File: src/rtl/fp32_sub_normalize_seq.sv
// Multi-cycle normalise/round/pack stage that follows the FP32 mantissa subtract.
// Define FP32_SUB_ROUND_NEAREST_EN to build the round-to-nearest-even state; otherwise truncates.
module fp32_sub_normalize_seq #(
    parameter int unsigned SHIFT_STEP = 1
) (
    input  logic        clk,
    input  logic        rst_n,
    input  logic        in_valid,
    output logic        in_ready,
    input  logic        in_sign,
    input  logic [7:0]  in_exp,
    input  logic [24:0] in_man,
    input  logic [2:0]  in_grs,
    output logic        out_valid,
    input  logic        out_ready,
    output logic [31:0] out_result,
    output logic [2:0]  out_flags
);

    localparam logic [4:0] STEP = 5'(SHIFT_STEP);

`ifdef FP32_SUB_ROUND_NEAREST_EN
    typedef enum logic [1:0] {StIdle, StNorm, StRound, StDone} state_t;
`else
    typedef enum logic [1:0] {StIdle, StNorm, StDone} state_t;
`endif

    state_t      state_q;
    logic        sign_q;
    logic [7:0]  exp_q;
    logic [24:0] man_q;
    logic [2:0]  grs_q;

    function automatic logic [4:0] lzc24(input logic [23:0] v);
        logic [4:0] cnt;
        logic       found;
        cnt   = 5'd0;
        found = 1'b0;
        for (int i = 23; i >= 0; i--) begin
            if (!found) begin
                if (v[i]) found = 1'b1;
                else      cnt = cnt + 5'd1;
            end
        end
        return cnt;
    endfunction

    logic [4:0]  lz;
    logic [4:0]  shamt;
    logic [26:0] shl;

    // Guard then round feed in from the bottom as the mantissa moves left.
    always_comb begin
        lz    = lzc24(man_q[23:0]);
        shamt = (lz > STEP) ? STEP : lz;
        shl   = {man_q, grs_q[2:1]} << shamt;
    end

`ifdef FP32_SUB_ROUND_NEAREST_EN
    logic        rnd_inc;
    logic [23:0] rnd_frac;

    // Hidden bit is always set in ROUND, so a carry out of the fraction means 2.0.
    always_comb begin
        rnd_inc  = grs_q[2] & (grs_q[1] | grs_q[0] | man_q[0]);
        rnd_frac = {1'b0, man_q[22:0]} + {23'd0, rnd_inc};
    end
`endif

    always_ff @(posedge clk or negedge rst_n) begin
        if (!rst_n) begin
            state_q    <= StIdle;
            in_ready   <= 1'b1;
            out_valid  <= 1'b0;
            out_result <= 32'd0;
            out_flags  <= 3'd0;
            sign_q     <= 1'b0;
            exp_q      <= 8'd0;
            man_q      <= 25'd0;
            grs_q      <= 3'd0;
        end else begin
            unique case (state_q)
                StIdle: begin
                    if (in_valid) begin
                        in_ready <= 1'b0;
                        sign_q   <= in_sign;
                        exp_q    <= in_exp;
                        man_q    <= in_man;
                        grs_q    <= in_grs;
                        if (in_exp == 8'd0) begin
                            out_valid  <= 1'b1;
                            out_result <= 32'd0;
                            out_flags  <= {1'b0, (in_man != 25'd0), 1'b1};
                            state_q    <= StDone;
                        end else begin
                            state_q <= StNorm;
                        end
                    end
                end
                StNorm: begin
                    if (man_q == 25'd0 && grs_q == 3'd0) begin
                        out_valid  <= 1'b1;
                        out_result <= 32'd0;
                        out_flags  <= 3'b001;
                        state_q    <= StDone;
                    end else if (man_q[24]) begin
                        if (exp_q == 8'hFE) begin
                            out_valid  <= 1'b1;
                            out_result <= {sign_q, 8'hFF, 23'd0};
                            out_flags  <= 3'b100;
                            state_q    <= StDone;
                        end else begin
`ifdef FP32_SUB_ROUND_NEAREST_EN
                            man_q   <= {1'b0, man_q[24:1]};
                            grs_q   <= {man_q[0], grs_q[2], |grs_q[1:0]};
                            exp_q   <= exp_q + 8'd1;
                            state_q <= StRound;
`else
                            out_valid  <= 1'b1;
                            out_result <= {sign_q, exp_q + 8'd1, man_q[23:1]};
                            out_flags  <= 3'b000;
                            state_q    <= StDone;
`endif
                        end
                    end else if (man_q[23]) begin
`ifdef FP32_SUB_ROUND_NEAREST_EN
                        state_q <= StRound;
`else
                        out_valid  <= 1'b1;
                        out_result <= {sign_q, exp_q, man_q[22:0]};
                        out_flags  <= 3'b000;
                        state_q    <= StDone;
`endif
                    end else if (exp_q <= {3'd0, shamt}) begin
                        // Would go denormal: flush to zero.
                        out_valid  <= 1'b1;
                        out_result <= 32'd0;
                        out_flags  <= 3'b011;
                        state_q    <= StDone;
                    end else begin
                        man_q <= shl[26:2];
                        grs_q <= {shl[1:0], grs_q[0]};
                        exp_q <= exp_q - {3'd0, shamt};
                    end
                end
`ifdef FP32_SUB_ROUND_NEAREST_EN
                StRound: begin
                    out_valid <= 1'b1;
                    state_q   <= StDone;
                    if (rnd_frac[23]) begin
                        if (exp_q == 8'hFE) begin
                            out_result <= {sign_q, 8'hFF, 23'd0};
                            out_flags  <= 3'b100;
                        end else begin
                            out_result <= {sign_q, exp_q + 8'd1, 23'd0};
                            out_flags  <= 3'b000;
                        end
                    end else begin
                        out_result <= {sign_q, exp_q, rnd_frac[22:0]};
                        out_flags  <= 3'b000;
                    end
                end
`endif
                StDone: begin
                    if (out_ready) begin
                        out_valid <= 1'b0;
                        in_ready  <= 1'b1;
                        state_q   <= StIdle;
                    end
                end
                default: state_q <= StIdle;
            endcase
        end
    end

endmodule

File: config.mk
export PLATFORM = sky130hd
export DESIGN_NAME = fp32_sub_normalize_seq
export DESIGN_NICKNAME = d
export VERILOG_FILES = /design/src/rtl/fp32_sub_normalize_seq.sv
export SDC_FILE = /design/constraint.sdc
export NUM_CORES = 1
export LEC_CHECK = 0
export ABC_CLOCK_PERIOD_IN_PS = 19900
export BUFFER_PORTS_ARGS = -buffer_cell sky130_fd_sc_hd__buf_2
export CAP_MARGIN = 20
export CORE_ASPECT_RATIO = 0.6
export CORE_MARGIN = 4
export CORE_UTILIZATION = 65
export DETAILED_ROUTE_END_ITERATION = 7
export GPL_TIMING_DRIVEN = 1
export PLACE_DENSITY = 0.9
export SYNTH_ARGS = -nofsm -noshare
export SYNTH_HDL_FRONTEND = slang
export SYNTH_SLANG_ARGS = --single-unit
File: constraint.sdc
create_clock -name clk -period 19.9 [get_ports clk]
set_clock_uncertainty 0.1 [all_clocks]
set_input_delay 1.99 -clock clk [delete_from_list [all_inputs] [get_ports clk]]
set_output_delay 1.99 -clock clk [all_outputs]
set_load 0.02 [all_outputs]
# Yosys cells after proc, flatten, opt, wreduce, memory -nomap -nowiden
# Cells that the tools add are included.
[totals] register_bits=76 input_bits=41 word_cells=216
[classes] addsub=25 n_lt_le_gt_ge=2 eq_ne=11 shift=1 muxes=146 n_bitwise=1 n_reduce_logical=18
[ops] cell="2-to-1 mux 5 bit" n=47
[ops] cell="2-to-1 mux 32 bit" n=6
[ops] cell="2-to-1 mux 25 bit" n=5
[ops] cell="adder 5 x 1 -> 5 bit (second input constant)" n=23
[ops] cell="case mux 32 bit (2 select lines)" n=1
[ops] cell="2-to-1 mux 1 bit" n=55
[ops] cell="case mux 25 bit (2 select lines)" n=1
[ops] cell="2-to-1 mux 8 bit" n=5
[ops] cell="2-to-1 mux 3 bit" n=12
[ops] cell="2-to-1 mux 31 bit" n=1
[ops] cell="left shift 27 x 5 -> 27 bit" n=1
[ops] cell="zero test 25 bit" n=1
[ops] cell="nonzero test 25 bit" n=1
[ops] cell="case mux 8 bit (2 select lines)" n=1
[ops] cell="2-to-1 mux 2 bit" n=7
[ops] cell="!= test 2 bit (second input constant)" n=7
[ops] cell="case mux 3 bit (2 select lines)" n=2
[ops] cell="AND reduction 3 bit" n=4
[ops] cell="adder 8 x 1 -> 8 bit (second input constant)" n=1
[ops] cell="equality test 8 bit (second input constant)" n=1
[ops] cell="less-or-equal comparator 8 x 5 -> 1 bit" n=1
[ops] cell="zero test 8 bit" n=1
[ops] cell="AND reduction 4 bit" n=2
[ops] cell="subtractor 8 x 5 -> 8 bit" n=1
[ops] cell="other kinds (16)" n=17

# Logic depth before layout (Yosys ltp)
# Gate-level depths: netlist of run 1.
[depth] depth_word=78 ltp_mapped=73 mapped_depth_nobuf=71

# Worst setup path before layout of run 1
# Ideal clock, no wire load.
[synth_path] path_type="register -> register" start="register man_q[23]" end="register grs_q[2]" setup_ps=139 t_arrival_ps=12973 t_required_ps=19661 path_slack_ps=6688 stages_incl_launch_ff=72 n_path_buf=3 cell_sequence="dfrtp_1 -> clkbuf_1 -> or2_2 -> inv_1 -> ha_1 -> nor3_1 -> nor2_1 -> ha_1 -> nor4_1 -> a211oi_1 -> o211ai_1 -> a31oi_1 -> ha_1 -> nor3_1 -> a211o_1 -> a41o_1 -> nand2b_1 -> a21oi_1 -> (+36 left out) -> nor3_1 -> o21a_2 -> inv_1 -> ha_1 -> inv_1 -> fa_1 -> a21o_1 -> a21oi_1 -> nor2b_1 -> nor3_1 -> a31oi_1 -> or3_1 -> and3_1 -> clkbuf_1 -> a21oi_1 -> a21o_1 -> buf_6 -> a22oi_1"
[synth_via] elab_chain_cells=78 word_cells_on_any_way=108
[synth_lines] item="start, declared" line_no="31" rtl="logic [24:0] man_q;"
[synth_lines] item="start signal, assigned" line_no="88" rtl="man_q <= in_man;"
[synth_lines] item="start signal, assigned" line_no="141" rtl="man_q <= shl[26:2];"
[synth_lines] item="2-to-1 mux 1 bit" line_no="41" rtl="if (v[i]) found = 1'b1;"
[synth_lines] item="adder 5 x 1 -> 5 bit" line_no="42" rtl="else cnt = cnt + 5'd1;"
[synth_lines] item="2-to-1 mux 5 bit" line_no="41"
[synth_lines] item="2-to-1 mux 5 bit" line_no="40" rtl="if (!found) begin"
[synth_lines] item="adder 5 x 1 -> 5 bit" line_no="42"
[synth_lines] item="2-to-1 mux 5 bit" line_no="41"
[synth_lines] item="2-to-1 mux 5 bit" line_no="40"
[synth_lines] item="adder 5 x 1 -> 5 bit" line_no="42"
[synth_lines] item="(+62 left out)"
[synth_lines] item="> comparator 5 x 1 -> 1 bit" line_no="55" rtl="shamt = (lz > STEP) ? STEP : lz;"
[synth_lines] item="2-to-1 mux 5 bit" line_no="55"
[synth_lines] item="left shift 27 x 5 -> 27 bit" line_no="56" rtl="shl = {man_q, grs_q[2:1]} << shamt;"
[synth_lines] item="2-to-1 mux 3 bit" line_no="134" rtl="end else if (exp_q <= {3'd0, shamt}) begin"
[synth_lines] item="2-to-1 mux 3 bit" line_no="125" rtl="end else if (man_q[23]) begin"
[synth_lines] item="2-to-1 mux 3 bit" line_no="106" rtl="end else if (man_q[24]) begin"
[synth_lines] item="2-to-1 mux 3 bit" line_no="101" rtl="if (man_q == 25'd0 && grs_q == 3'd0) begin"
[synth_lines] item="case mux 3 bit (2 select lines)" line_no="82" rtl="unique case (state_q)"
[synth_lines] item="end signal, assigned" line_no="89" rtl="grs_q <= in_grs;"
[synth_lines] item="end signal, assigned" line_no="142" rtl="grs_q <= {shl[1:0], grs_q[0]};"
[synth_lines] item="end, declared" line_no="32" rtl="logic [2:0] grs_q;"
# Several ways; a longest one is shown, not always the timed one. The select of a mux whose other input is x is not followed.
# A chain may end at the register's enable or synchronous reset.

# Worst setup path after layout of run 1
[layout_path] start="register man_q[21]" end="register grs_q[2]"
[layout_via] elab_chain_cells=73 word_cells_on_any_way=101
[layout_lines] item="2-to-1 mux 5 bit" line_no="41"
[layout_lines] item="2-to-1 mux 5 bit" line_no="40"
[layout_lines] item="adder 5 x 1 -> 5 bit" line_no="42"
[layout_lines] item="2-to-1 mux 5 bit" line_no="41"
[layout_lines] item="2-to-1 mux 5 bit" line_no="40"
[layout_lines] item="adder 5 x 1 -> 5 bit" line_no="42"
[layout_lines] item="2-to-1 mux 5 bit" line_no="41"
[layout_lines] item="2-to-1 mux 5 bit" line_no="40"
[layout_lines] item="(+57 left out)"
[layout_lines] item="> comparator 5 x 1 -> 1 bit" line_no="55"
[layout_lines] item="2-to-1 mux 5 bit" line_no="55"
[layout_lines] item="left shift 27 x 5 -> 27 bit" line_no="56"
[layout_lines] item="2-to-1 mux 3 bit" line_no="134"
[layout_lines] item="2-to-1 mux 3 bit" line_no="125"
[layout_lines] item="2-to-1 mux 3 bit" line_no="106"
[layout_lines] item="2-to-1 mux 3 bit" line_no="101"
[layout_lines] item="case mux 3 bit (2 select lines)" line_no="82"
# Several ways; a longest one is shown, not always the timed one. The select of a mux whose other input is x is not followed.

==> metrics.txt, run 1 <==
status=completed; initial antenna violation count=0; DRC Markers=0; f_max=61.7 MHz; WL final=19800 µm; final period utilization=81.4%; multiplexer share of the synthesized area=5.17%; CP arrival=16.27 ns; Reg clk slew, reported paths=0.06 ns; TritonCTS clock tree=yes; Die H=85.4 µm; DIE WIDTH=about 140 µm; largest net degree at the start of global routing=77; Post-CTS Setup Bufs=0; Root Driver=clkbuf_16; Initial Util=about two thirds; register area share after synthesis=29.3%; First-pass DRT Iterations=8; critical setup path kind=flop to flop; Slew @ Worst Pin=between 0.9 and 1 ns; yosys warns=0; largest family of logic cells by synthesized area=simple AND/OR/NAND/NOR gates; crit path max fanout=23; ys async rst share=100%; Slowest-stage cell, CP=dfrtp_1; vias=6655; Synth Register Bits=76; DR iter-0 viols=roughly 1000; # clock sinks=76; clk buf depth=2; Antenna Cells=0; Boundary Pins=78; final instance area=around 7200 µm²; simple-gate share of the synthesized area=26.0%; Tot GR Track Use=34.5%; unrepaired setup endpoints after global routing=false; hold crit path type=flop to flop; Final Hold Viols=0; Final Max Tran Viols=0; gpl congestion=1.03; total power=between 1 and 1.5 mW; Setup TNS Final=0 ns; H-tree Lvls=3; CTS Buf Count=9; Compound-Gate Fraction of Synth Area=22.1%; worst ir drop on vdd=113 µV; Post-Synth Adder-Cell Area=5.84%; GRT overflow=0; Final Instance Count excl. Fillers=971; Setup violations, final=0; Placed Area=6870 µm²; Post-Place Cells=~950; synth-to-layout area growth=11.5%; min Tclk post-route=16.21 ns; WL/cell=between 20 and 25 µm; Yosys cell types=79; worst-skew pair later-pin latency=about 0.34 ns; row cnt=27; Detailed Place HPWL=14700 µm; Netlist Area Pre-Place=6490 µm²; core area=between 9000 and 10000 µm²; commonest cells after routing, fill and taps aside=94 x nand2_1, 77 x buf_2, 75 x dfrtp_1; vias in the first global route=6341; gate count of the mapped netlist=787; DP Worst Slack=4.19 ns; commonest non-fill, non-tap cell in the layout=nand2_1; hold buffers post-CTS=0; CP Data Required Time=19.96 ns; MaxCap Viol Count=0; share of cells above drive strength 1=15.1%; PortBufs=77; EDFF count, synth=0; CP Launch Type=flop; Avg Inst Size Synth=8.25 µm²; leakage=3.23 nW; pwr/cell area=167 nW/µm²; first-pass GRT wire length=32300 µm; slew margin rel.=35.0%; Crit. End Element=flop; CP most frequent cell=ha_1; Via density=6.85; fin nets=approximately 910; Critical Path Max Stage Delay=0.68 ns; Main synth FF type=dfrtp_1; post_cts resized=0; Post-DRT Antenna Nets=0; final worst slack=approximately 3.7 ns; DIE AREA=11700 µm²; XOR/XNOR Fraction of Synth Area=7.13%
## power by group
group / switching, mW / leakage, nW / internal (mW)
registers: 0.134 / 0.920 / 0.230
logic: 0.399 / 2.15 / 0.262
clock network: 0.0641 / 0.160 / 0.122
## sequential cells by signal (all words and copies together), names as in the netlist
name	cells
exp_q	8
grs_q	3
in_ready	1
man_q	25
out_flags	3
out_result	32
out_valid	1
sign_q	1
state_q	2
## cell families after synthesis
group           count (synthesis)
mux                            33
xor+xnor                       42
fa+ha+maj                      30
other cells                     1
compound gates                215
flops                          76
buf+inv                        66
simple gates                  324
## critical path: cells and delay by family (launching register included)
family	cells	cell delay, ns
buf+inv	3	0.24
mux	4	0.67
simple gates	21	3.52
compound gates	27	6.60
flops	1	0.68
fa+ha+maj	13	4.19
## routing by layer
layer  routed length [µm]  track usage, %  up-vias
met5                    0               0        -
met1                 8260            49.2     3105
met2                 8480            50.7      499
li1                     -               -     2983
met4                  386            7.97        0
met3                 2700            11.5       68
## final timing paths
path,from,to,slack [ns],cells after the start
setup / recovery,man_q[21],grs_q[2],3.69,68
hold / removal,out_result[29],out_result[29],0.38,2
setup reg to reg,man_q[21],grs_q[2],3.69,68
hold reg to reg,out_result[29],out_result[29],0.38,2
max in group asynchronous,rst_n,out_result[19],17.39,1
min in group asynchronous,rst_n,out_valid,1.69,1
## cells in the mapped netlist (all sizes together), types with 17 or more instances
cell type	instances	share of area (%)
ha	27	5.2
nor2b	18	1.7
nand2	94	5.4
and2	23	2.2
xnor2	27	3.8
nand3	18	1.5
mux2i	29	4.5
a21oi	43	3.3
nor4	17	2.1
a221o	22	3.4
dfrtp	75	29
inv	18	1.0
o21ai	63	4.9
nor3	23	1.9
nor2	66	4.1
clkbuf	39	2.3
## metrics by stage
| stage | utilization (%) | hold slack, ns |
|---|---|---|
| 2_1_floorplan | - | 0.369 |
| 3_3_place_gp | 72.6 | 0.357 |
| 3_5_place_dp | 72.6 | 0.363 |
| 4_1_cts | 76.2 | 0.382 |
| 5_1_grt | 76.5 | 0.410 |
| 6_report | 76.5 | 0.375 |
## final cells by class
type	count	area, µm²
clock inverter	5	103
multi-input combinational	649	4320
tap	130	163
sequential	76	1900
timing repair buffer	82	443
inverter	18	67.6
clock buffer	11	233
fill	691	2220
Power figures use the tool's default switching activity.
==> inputs of run 2 (changes only) <==
--- a/config.mk
+++ b/config.mk
@@ -5,15 +5,15 @@
 export SDC_FILE = /design/constraint.sdc
 export NUM_CORES = 1
 export LEC_CHECK = 0
-export ABC_CLOCK_PERIOD_IN_PS = 19900
+export ABC_CLOCK_PERIOD_IN_PS = 13600
 export BUFFER_PORTS_ARGS = -buffer_cell sky130_fd_sc_hd__buf_2
 export CAP_MARGIN = 20
 export CORE_ASPECT_RATIO = 0.6
 export CORE_MARGIN = 4
-export CORE_UTILIZATION = 65
+export CORE_UTILIZATION = 54
 export DETAILED_ROUTE_END_ITERATION = 7
 export GPL_TIMING_DRIVEN = 1
-export PLACE_DENSITY = 0.9
+export PLACE_DENSITY = 0.8
 export SYNTH_ARGS = -nofsm -noshare
 export SYNTH_HDL_FRONTEND = slang
 export SYNTH_SLANG_ARGS = --single-unit
==> constraint.sdc (replaced) <==
create_clock -name clk -period 13.6 [get_ports clk]
set_clock_uncertainty 0.1 [all_clocks]
set_input_delay 1.36 -clock clk [delete_from_list [all_inputs] [get_ports clk]]
set_output_delay 1.36 -clock clk [all_outputs]
set_load 0.02 [all_outputs]
==> metrics.txt, run 2 (synthesis gave the netlist of run 1 again) <==
# clock sinks=76; CP Launch Type=flop; fin nets=947; WL final=between 20000 and 25000 µm; R2R setup slack=0.37 ns; max reg flops=32; initial antenna violation count=0; H-tree Lvls=3; PortBufs=77; gpl congestion=1.02; Detailed Place HPWL=15600 µm; total power=2.01 mW; Via density=6.63; hold slack=0.370 ns; First-pass DRT Iterations=7; Root Driver=clkbuf_16; Final Hold Viols=0; CP most frequent cell=ha_1; Tot GR Track Use=30.1%; Slew @ Worst Pin=just under 1 ns; min Tclk post-route=13.23 ns; worst ir drop on vdd=146 µV; Post-DRT Antenna Nets=0; vias=6920; vias in the first global route=6329; DRC Markers=0; hold crit path type=flop to flop; Setup violations, final=0; commonest non-fill, non-tap cell in the layout=nand2_1; Post-Place Cells=1004; Reg clk slew, reported paths=0.06 ns; worst-skew pair later-pin latency=approximately 0.34 ns; first-pass GRT wire length=33300 µm; DR iter-0 viols=923; largest register by flop count=out_result; Critical Path Max Stage Delay=0.45 ns; share of cells above drive strength 1=23.9%; TritonCTS clock tree=yes; largest net degree at the start of global routing=between 70 and 80; Boundary Pins=78; multi-input logic area=4640 µm²; final period utilization=between 90% and 100%; Crit. End Element=flop; CTS Buf Count=9; slew margin rel.=between 30% and 40%; CP Data Required Time=13.72 ns; Final Max Tran Viols=0; Slowest-stage cell, CP=dfrtp_2; f_max=75.6 MHz; status=completed; core area=~12000 µm²; MaxCap Viol Count=0; Largest regs=out_result x32, man_q x25, exp_q x8; Fillers=894; CP arrival=13.35 ns; DIE AREA=13900 µm²; critical setup path kind=flop to flop; hold buffers post-CTS=0; Antenna Cells=0; pwr/cell area=between 200 and 300 nW/µm²; leakage=3.50 nW; GRT overflow=0; WL/cell=~21 µm; FF/Latch Area=1900 µm²; clk buf depth=2; row cnt=30; DIE WIDTH=between 100 and 150 µm; Die H=92.9 µm; crit path max fanout=8; Initial Util=56.3%; Final Instance Count excl. Fillers=1043; commonest cells after routing, fill and taps aside=91 x nand2_1, 79 x buf_2, 74 x dfrtp_1; synth-to-layout area growth=22.3%
## run 2: cell types whose count changed in the layout (fill, tap and decap cells not counted), moves of 4 or more
cell,change
a21oi_1,-5
a21oi_2,+5
buf_4,+34
buf_6,+4
ha_1,-7
ha_4,+6
nor2b_1,-4
o21ai_0,-7
o21ai_1,+5
## run 2: critical path: cells and delay by family, from the launching register on
| kind | cells | cell delay (ns) |
|---|---|---|
| AOI/OAI and AO/OA | 23 | 3.90 |
| adders and majority gates | 14 | 3.89 |
| and+or+nand+nor | 22 | 3.29 |
| muxes | 4 | 0.70 |
| buffers and inverters | 5 | 0.57 |
| DFF | 1 | 0.45 |
| xor gates and xnor gates | 1 | 0.19 |
## run 2: final timing paths
kind | from | endpoint | cells after the start
max | man_q[22] | out_result[26] | 69
min | out_result[16] | out_result[16] | 2
max reg2reg | man_q[22] | out_result[26] | 69
max in group asynchronous | rst_n | man_q[22] | 1
min reg2reg | out_result[16] | out_result[16] | 2
min in group asynchronous | rst_n | out_valid | 1
## run 2: layer usage
layer | GRT usage (%) | wire length [µm] | up-vias
li1 | - | - | 3073
met1 | 44.8 | 9620 | 3313
met2 | 42.6 | 9230 | 486
met3 | 9.49 | 2950 | 48
met4 | 6.25 | 330 | 0
met5 | 0 | 0 | -
## run 2: area by class of cell
class	count	area share [%]
multi-input cells	649	58.4
flip-flops and latches	76	24.0
repair buffers	124	10.0
clock buffers	12	2.98
well taps	160	2.52
clock inverters	4	1.25
inverters	18	0.851
## run 2: report_power, final
part	total (mW)	internal [mW]	switching, mW
Combinational	1.21	0.514	0.693
Sequential	0.525	0.337	0.188
Clock	0.274	0.180	0.0944
Total	2.01	1.03	0.975
## run 2: metrics by stage
step	instance area [µm²]	util (%)	TNS, ns	setup WS, ns
final	7940	68.9	0	0.370
after global routing	7940	68.9	-8.90	-0.171
after CTS	7480	64.9	0	0.00854
after detailed placement	7060	61.3	-27.93	-0.511
after global placement	7060	61.3	0	0.0333
after floorplan	6510	-	0	0.388
## run 2: timing repair
action                     4_1_cts  5_1_grt
gates resized for setup         18       61
pin swaps                        5       40
gates cloned                     0        5
setup endpoints to repair       71       72
setup buffers                    2       15
